### src/rtl/tcb_peri_uart_rx_fifo_pkg.sv
// Shared helpers for the UART receive FIFO: per-cycle operation bundle
// and the sticky-flag update rule.
package tcb_peri_uart_rx_fifo_pkg;

  // Decoded operation for one clock cycle.
  typedef struct packed {
    logic push;   // byte accepted into storage
    logic pop;    // head entry consumed
    logic drop;   // byte lost because the FIFO was full and nothing left
    logic flush;  // pointers return to zero
  } rxf_op_t;

  // Sticky flag update where a new set event always beats a clear.
  function automatic logic sticky_next(input logic flag_q,
                                       input logic set,
                                       input logic clr);
    return set | (flag_q & ~clr);
  endfunction

endpackage

### src/rtl/tcb_peri_uart_rx_fifo.sv
// UART receive FIFO: first-word fall-through buffer between the
// deserializer byte stream (no backpressure) and a consumer, with a
// sticky overflow flag and a fill-level interrupt.
module tcb_peri_uart_rx_fifo
  import tcb_peri_uart_rx_fifo_pkg::*;
#(
  parameter int DW    = 8,
  parameter int DEPTH = 16
) (
  input  logic              clk,
  input  logic              rst,
  // deserializer stream
  input  logic              str_vld,
  input  logic [DW-1:0]     str_dat,
  // consumer side
  output logic              out_vld,
  output logic [DW-1:0]     out_dat,
  input  logic              out_rdy,
  // control / status
  input  logic [$clog2(DEPTH):0] cfg_lvl,
  input  logic              flush,
  input  logic              ovf_clr,
  output logic [$clog2(DEPTH):0] cnt,
  output logic              ovf,
  output logic              irq_lvl
);

  localparam int AW = $clog2(DEPTH);

  // Pointers carry one extra bit so full and empty are distinguishable.
  localparam logic [AW:0] PTR_ONE  = (AW+1)'(1);
  localparam logic [AW:0] FULL_CNT = (AW+1)'(DEPTH);

  logic [AW:0]   wr_ptr_q, wr_ptr_d;
  logic [AW:0]   rd_ptr_q, rd_ptr_d;
  logic          ovf_q, ovf_d;
  logic [DW-1:0] mem_q [DEPTH];

  logic          empty;
  logic          full;
  rxf_op_t       op;

  // Occupancy and status flags come straight from the registered pointers.
  always_comb begin
    cnt   = wr_ptr_q - rd_ptr_q;
    empty = (cnt == '0);
    full  = (cnt == FULL_CNT);
  end

  // Decode this cycle's push / pop / drop; a pop frees a slot so a full
  // FIFO can still accept a byte in the same cycle.
  always_comb begin
    op       = '0;
    op.flush = flush;
    op.pop   = ~empty & out_rdy;
    op.push  = str_vld & (~full | op.pop);
    op.drop  = str_vld & full & ~op.pop;
  end

  // Next-state pointers; flush overrides any push or pop.
  always_comb begin
    wr_ptr_d = wr_ptr_q;
    rd_ptr_d = rd_ptr_q;
    if (op.flush) begin
      wr_ptr_d = '0;
      rd_ptr_d = '0;
    end else begin
      if (op.push) wr_ptr_d = wr_ptr_q + PTR_ONE;
      if (op.pop)  rd_ptr_d = rd_ptr_q + PTR_ONE;
    end
  end

  // Overflow flag: a dropped byte sets it, even against a clear request.
  always_comb begin
    ovf_d = sticky_next(ovf_q, op.drop, ovf_clr);
  end

  // Pointer and flag registers; reset discards all contents at once.
  always_ff @(posedge clk or negedge rst) begin
    if (!rst) begin
      wr_ptr_q <= '0;
      rd_ptr_q <= '0;
      ovf_q    <= 1'b0;
    end else begin
      wr_ptr_q <= wr_ptr_d;
      rd_ptr_q <= rd_ptr_d;
      ovf_q    <= ovf_d;
    end
  end

  // Storage array, deliberately without reset; stale data is never
  // visible because out_vld is derived from the pointers.
  always_ff @(posedge clk) begin
    if (op.push && !op.flush) begin
      mem_q[wr_ptr_q[AW-1:0]] <= str_dat;
    end
  end

  // Output view: head entry falls through, interrupt on fill threshold.
  always_comb begin
    out_vld = ~empty;
    out_dat = mem_q[rd_ptr_q[AW-1:0]];
    ovf     = ovf_q;
    irq_lvl = (cfg_lvl != '0) && (cnt >= cfg_lvl);
  end

endmodule

### config.mk
export PLATFORM = sky130hd
export DESIGN_NAME = tcb_peri_uart_rx_fifo
export DESIGN_NICKNAME = d
export VERILOG_FILES = /design/src/rtl/tcb_peri_uart_rx_fifo_pkg.sv /design/src/rtl/tcb_peri_uart_rx_fifo.sv
export SDC_FILE = /design/constraint.sdc
export NUM_CORES = 1
export LEC_CHECK = 0
export ABC_AREA = 1
export CORE_ASPECT_RATIO = 0.7
export CORE_MARGIN = 10
export CORE_UTILIZATION = 30
export CTS_CLUSTER_SIZE = 16
export DETAILED_ROUTE_END_ITERATION = 8
export PLACE_DENSITY = 0.48
export SYNTH_ARGS = -nofsm -noshare
export SYNTH_HDL_FRONTEND = slang
export SYNTH_SLANG_ARGS = --single-unit
### constraint.sdc
create_clock -name clk -period 3 [get_ports clk]
set_clock_uncertainty 0.2 [all_clocks]
set_input_delay 0.6 -clock clk [delete_from_list [all_inputs] [get_ports clk]]
set_output_delay 0.6 -clock clk [all_outputs]
set_load 0.01 [all_outputs]
# Word-level counts from Yosys, hierarchy flattened
# Memory sizes are Yosys's and may differ from the RTL's.
# Cells that the tools add are included.
word_totals:
  register_bits: 11
  ramBits: 128
  inputBits: 19
  wordCells: 33
  n_memories: 1
mem_list:
  columns: ["name", "words", "word_bits", "rd", "rd_clocked_by_memory_dff", "write_ports", "line_no", "rtl"]
  rows:
  - ["mem_q", 16, 8, 1, 0, 1, "tcb_peri_uart_rx_fifo.sv:37", "logic [DW-1:0] mem_q [DEPTH];"]
op_classes:
  add_sub_neg: 3
  magnitude_cmp: 1
  eq_ne: 1
  muxes: 6
  bitwise_logic: 11
  n_reduce_logical: 7
op_table:
  columns: ["operator", "count"]
  rows:
  - ["$mux W5", 4]
  - ["$add A5 B1 Y5 const B", 2]
  - ["$and A1 B1 Y1", 5]
  - ["$eq A5 B5 Y1 const B", 1]
  - ["$ge A5 B5 Y1", 1]
  - ["$logic_not A5 Y1", 1]
  - ["$reduce_bool A5 Y1", 1]
  - ["$sub A5 B5 Y5", 1]
  - ["$not A1 Y1", 4]
  - ["$reduce_bool A2 Y1", 2]
  - ["$logic_and A1 B1 Y1", 2]
  - ["$mux W1", 2]
  - ["$or A1 B1 Y1", 2]
  - ["$logic_not A1 Y1", 1]

# Depth between registers and ports, before layout
# Gate-level depths: netlist of the first run.
depth:
  word_depth: 9
  ltp_mapped: 14
  mapped_depth_nobuf: 13

# Worst setup path before layout of the first run
# Ideal clock, no wire load.
synth_path:
  kind: "reg2out"
  from: "register rd_ptr_q[1]"
  to: "output port irq_lvl"
  t_arrival_ps: 2328
  required_time_ps: 2200
  setup_slack_ps: -128
  path_stages_with_launch: 14
  path_cell_list: "dfrtp_1 -> buf_2 -> inv_1 -> clkbuf_1 -> ha_1 -> nand3_1 -> nand3_1 -> nand2_1 -> inv_1 -> ha_1 -> nand4_1 -> o221ai_1 -> a21oi_1 -> a21oi_1"
synth_via:
  elab_chain_len: 3
synth_lines:
  columns: ["element", "line_no", "rtl"]
  rows:
  - ["start, declared", "tcb_peri_uart_rx_fifo.sv:35", "logic [AW:0] rd_ptr_q, rd_ptr_d;"]
  - ["start signal, assigned", "tcb_peri_uart_rx_fifo.sv:86", "rd_ptr_q <= rd_ptr_d;"]
  - ["$sub A5 B5 Y5", "tcb_peri_uart_rx_fifo.sv:45", "cnt = wr_ptr_q - rd_ptr_q;"]
  - ["named net cnt[3]", "tcb_peri_uart_rx_fifo.sv:23", "output logic [$clog2(DEPTH):0] cnt,"]
  - ["$ge A5 B5 Y1", "tcb_peri_uart_rx_fifo.sv:104", "irq_lvl = (cfg_lvl != '0) && (cnt >= cfg_lvl);"]
  - ["$logic_and A1 B1 Y1", "tcb_peri_uart_rx_fifo.sv:104", null]
  - ["end, declared", "tcb_peri_uart_rx_fifo.sv:25", "output logic irq_lvl"]
# The timed path passes the listed nets, and every way through them passes these cells.

# Final worst setup path of the first run
layout_path:
  from: "register rd_ptr_q[0]"
  to: "output port irq_lvl"
layout_via:
  elab_chain_len: 3
layout_lines:
  columns: ["element", "line_no"]
  rows:
  - ["$sub A5 B5 Y5", "tcb_peri_uart_rx_fifo.sv:45"]
  - ["$ge A5 B5 Y1", "tcb_peri_uart_rx_fifo.sv:104"]
  - ["$logic_and A1 B1 Y1", "tcb_peri_uart_rx_fifo.sv:104"]
# Every way passes these cells.

==> results of run 1 <==
[cell usage after synthesis, types with 7 or more instances]
cell	number	area share
ha_1	14	0.029
xor2_1	7	0.010
o21ai_0	61	0.050
nand3_1	27	0.022
nor2_1	85	0.052
clkbuf_1	15	0.0092
o221ai_1	11	0.016
nand2_1	56	0.034
inv_1	24	0.015
dfrtp_1	11	0.045
nand4_1	11	0.011
edfxtp_1	128	0.63
o22ai_1	20	0.021
[cells by family after synthesis]
group / synth area share
simple gates: 0.1393
flops: 0.6751
compound gates: 0.1011
buf+inv: 0.03958
fa+ha+maj: 0.03199
xor+xnor: 0.01292
[stage by stage]
| step | TNS [ns] | util |
|---|---|---|
| 2_1_floorplan | 0 | - |
| 3_3_place_gp | -0.8255 | 0.3563 |
| 3_5_place_dp | -0.9097 | 0.3563 |
| 4_1_cts | -3.022 | 0.3886 |
| 5_1_grt | -1.076 | 0.3986 |
| 6_report | -0.6338 | 0.3989 |
[worst register-to-register path, stage by stage, from the launching register on]
cell	delay, ns
dfrtp_2	0.44
ha_4	0.18
fa_2	0.33
buf_4	0.15
xnor2_2	0.13
buf_4	0.15
nor2_4	0.12
buf_4	0.14
nand4_4	0.17
nand3_4	0.18
buf_2	0.20
nor2_1	0.06
buf_4	0.18
[final cells by class]
cell class | count | area [sq um]
Fill cell | 1901 | 11970
Sequential cell | 139 | 4120
Multi-Input combinational cell | 322 | 1851
Timing Repair Buffer | 105 | 913.4
Clock buffer | 18 | 429.2
Tap cell | 270 | 337.8
Clock inverter | 14 | 180.2
Inverter | 27 | 103.9
Antenna cell | 2 | 5.005
[power groups by stage]
stage,combinational [W],clock (W),sequential (W)
global placement,0.00199,0,0.00222
finish,0.00218,0.00217,0.00218
detailed placement,0.00201,0,0.00222
floorplan,0.00107,0,0.00222
CTS,0.00202,0.00221,0.00218
global route,0.00240,0.00232,0.00219
[layer usage]
layer  share of wire  global-route usage
met1            0.50              0.1827
met2            0.45              0.1829
met3           0.042             0.02446
met4          0.0096             0.03967
met5               0                   0
[flip-flops by register name (all words and copies together) (netlist names)]
register / flops
ovf: 1
rd_ptr_q: 5
mem_q: 128
wr_ptr_q: 5
[worst max path at each step]
stage                startpoint          to  slack [ns]  cells after the start
CTS                 rd_ptr_q[0]  out_dat[3]       -0.43                      9
global route        rd_ptr_q[0]     irq_lvl       -0.50                     11
floorplan           rd_ptr_q[1]     irq_lvl       0.005                     13
detailed placement  wr_ptr_q[0]     irq_lvl       -0.42                     12
global placement    wr_ptr_q[0]     irq_lvl       -0.38                     12
finish              rd_ptr_q[0]     irq_lvl       -0.40                     11
[timing repair]
action,in CTS,in global routing
pin swaps,4,12
endpoints found under the setup margin,14,25
resized for setup,26,39
endpoints found under the hold margin,0,0
setup buffers,2,16
[placed cells by master, fill, tap and decap left out, drive strengths merged, types with 20 or more instances in the layout]
cell / n
buf: 75
edfxtp: 128
o21ai: 64
clkdlybuf4s50: 21
clkbuf: 21
inv: 33
nand2: 58
nand3: 29
o22ai: 20
nor2: 89
==> results.toml, run 1 <==
[timing]
rsz0062_at_grt = "true"
fin_crit_ns = 3.397
hold_viol = 0
fmax_mhz = 294.4
slew_viol_final = 0
relSlewSlack = 0.5097
hold_ws_ns = 0.3233
fin_ws_ns = -0.3969
tightestPinTransition_ns = 0.7332
timing.final.crit_share = 1.132
finalSetupViolCount = 2

[floorplanning]
num_rows = 43
start_util = 0.3065
core_sq_um = 19910
fp.dieH_um = 139.3
chipWidth_um = 190.4
die_area_sq_um = 26530
ios = 35

[worst_setup_path]
r2r_start = "rd_ptr_q[0]"
slowest_delay_ns = 0.44
crit_required_ns = 2.20
r2r_slack_ns = 0.12
critical-path-top-delay-family = "adder cells"
reg2reg_depth = 12
cp_cell_sequence = "ha_4, fa_2, nand3b_1, nand3_2, nand2_2, ha_4, nand4_1, o221ai_2, a21oi_2, a21oi_2, buf_2"
r2r_end = "mem_q[10][5]"
startpoint_type = "flop"
crit_buf_inv = 1
cp_max_fo = 4
critical_path_class = "reg2out"
cp.arrival_ns = 2.60
worst_path_max_delay_cell = "dfrtp_2"
worstSetupEndpointType = "output port"

[power_and_ir_drop]
total_power_w = 0.006531
combPwrFrac = 0.333
pwr-share-seq = 0.334
pwr_density_cell_nw_per_um2 = 822.6
clockPowerShare = 0.332
p_int_w = 0.004426
netSwitchingFraction = 0.3223
p_sw_w = 0.002105
irDropWorstVdd_mv = 0.4106
cellLeakagePower_nw = 2.964

[clock_tree]
cts_max_path_buffers = 2
clk_latency_ns = 0.42
ctsHoldBuffers = 0
h-tree-depth = 4
cts_buffers = 17
tritoncts = "done"
clk_pin_slew_worst_paths_ns = 0.07
clock-root-buffer = "clkbuf_16"
cts_sinks = 139

[global_route]
grt_pass1_wl_um = 25360
antenna_found_initial = 0
grt_pass1_vias = 4176
grt-ovfl-total = 0
grt_max_degree = 43
grtUsageTotal = 0.1258

[logic_synthesis]
avgSynthCellArea_sq_um = 11.82
ys_seq_area_frac = 0.6751
synthCells = 516
syn_area_sq_um = 6101
async_flop_share = 0.07914
yosys_warnings = 0
syn_nets = 550
synth_edf_count = 128
synth_seq_cells = 139
yosysUniqueCellTypes = 35
synth_ff_type = "edfxtp_1"

[detailed_routing]
vias = 4323
drc_errors = 0
first_pass_iters = 4
drtAntennaViolNets = 0
drtIter0Drc = 304
viasPerCell = 4.819
wl_per_cell_um = 18.30
wirelength_um = 16420

[placed_design]
dpl_worst_slack_ns = -0.4199
numPlacedInstances = 847
gp_congestion = 0.7938
place_hpwl_um = 10890
place_area_sq_um = 7092
numPortBuffers = 34

[cells_and_area]
area_delta_synth_final_pct = 30.15
layout.nets = 646
finalInstanceArea_sq_um = 7940
final_cells = 897
drive_above_1_share = 0.2224

[status]
violations = "setup timing"
outcome = "finished with violations"

[flow_run]
maxCapViolCount = 0

[hold_path]
hold_class = "in2async"
Power figures use the tool's default switching activity.
==> run 2, diff against run 1 <==
--- a/config.mk
+++ b/config.mk
@@ -6,6 +6,7 @@
 export NUM_CORES = 1
 export LEC_CHECK = 0
 export ABC_AREA = 1
+export CAP_MARGIN = 20
 export CORE_ASPECT_RATIO = 0.7
 export CORE_MARGIN = 10
 export CORE_UTILIZATION = 30
==> results of run 2 <==
Final layout, timing and power as in run 1 (identical DEF).
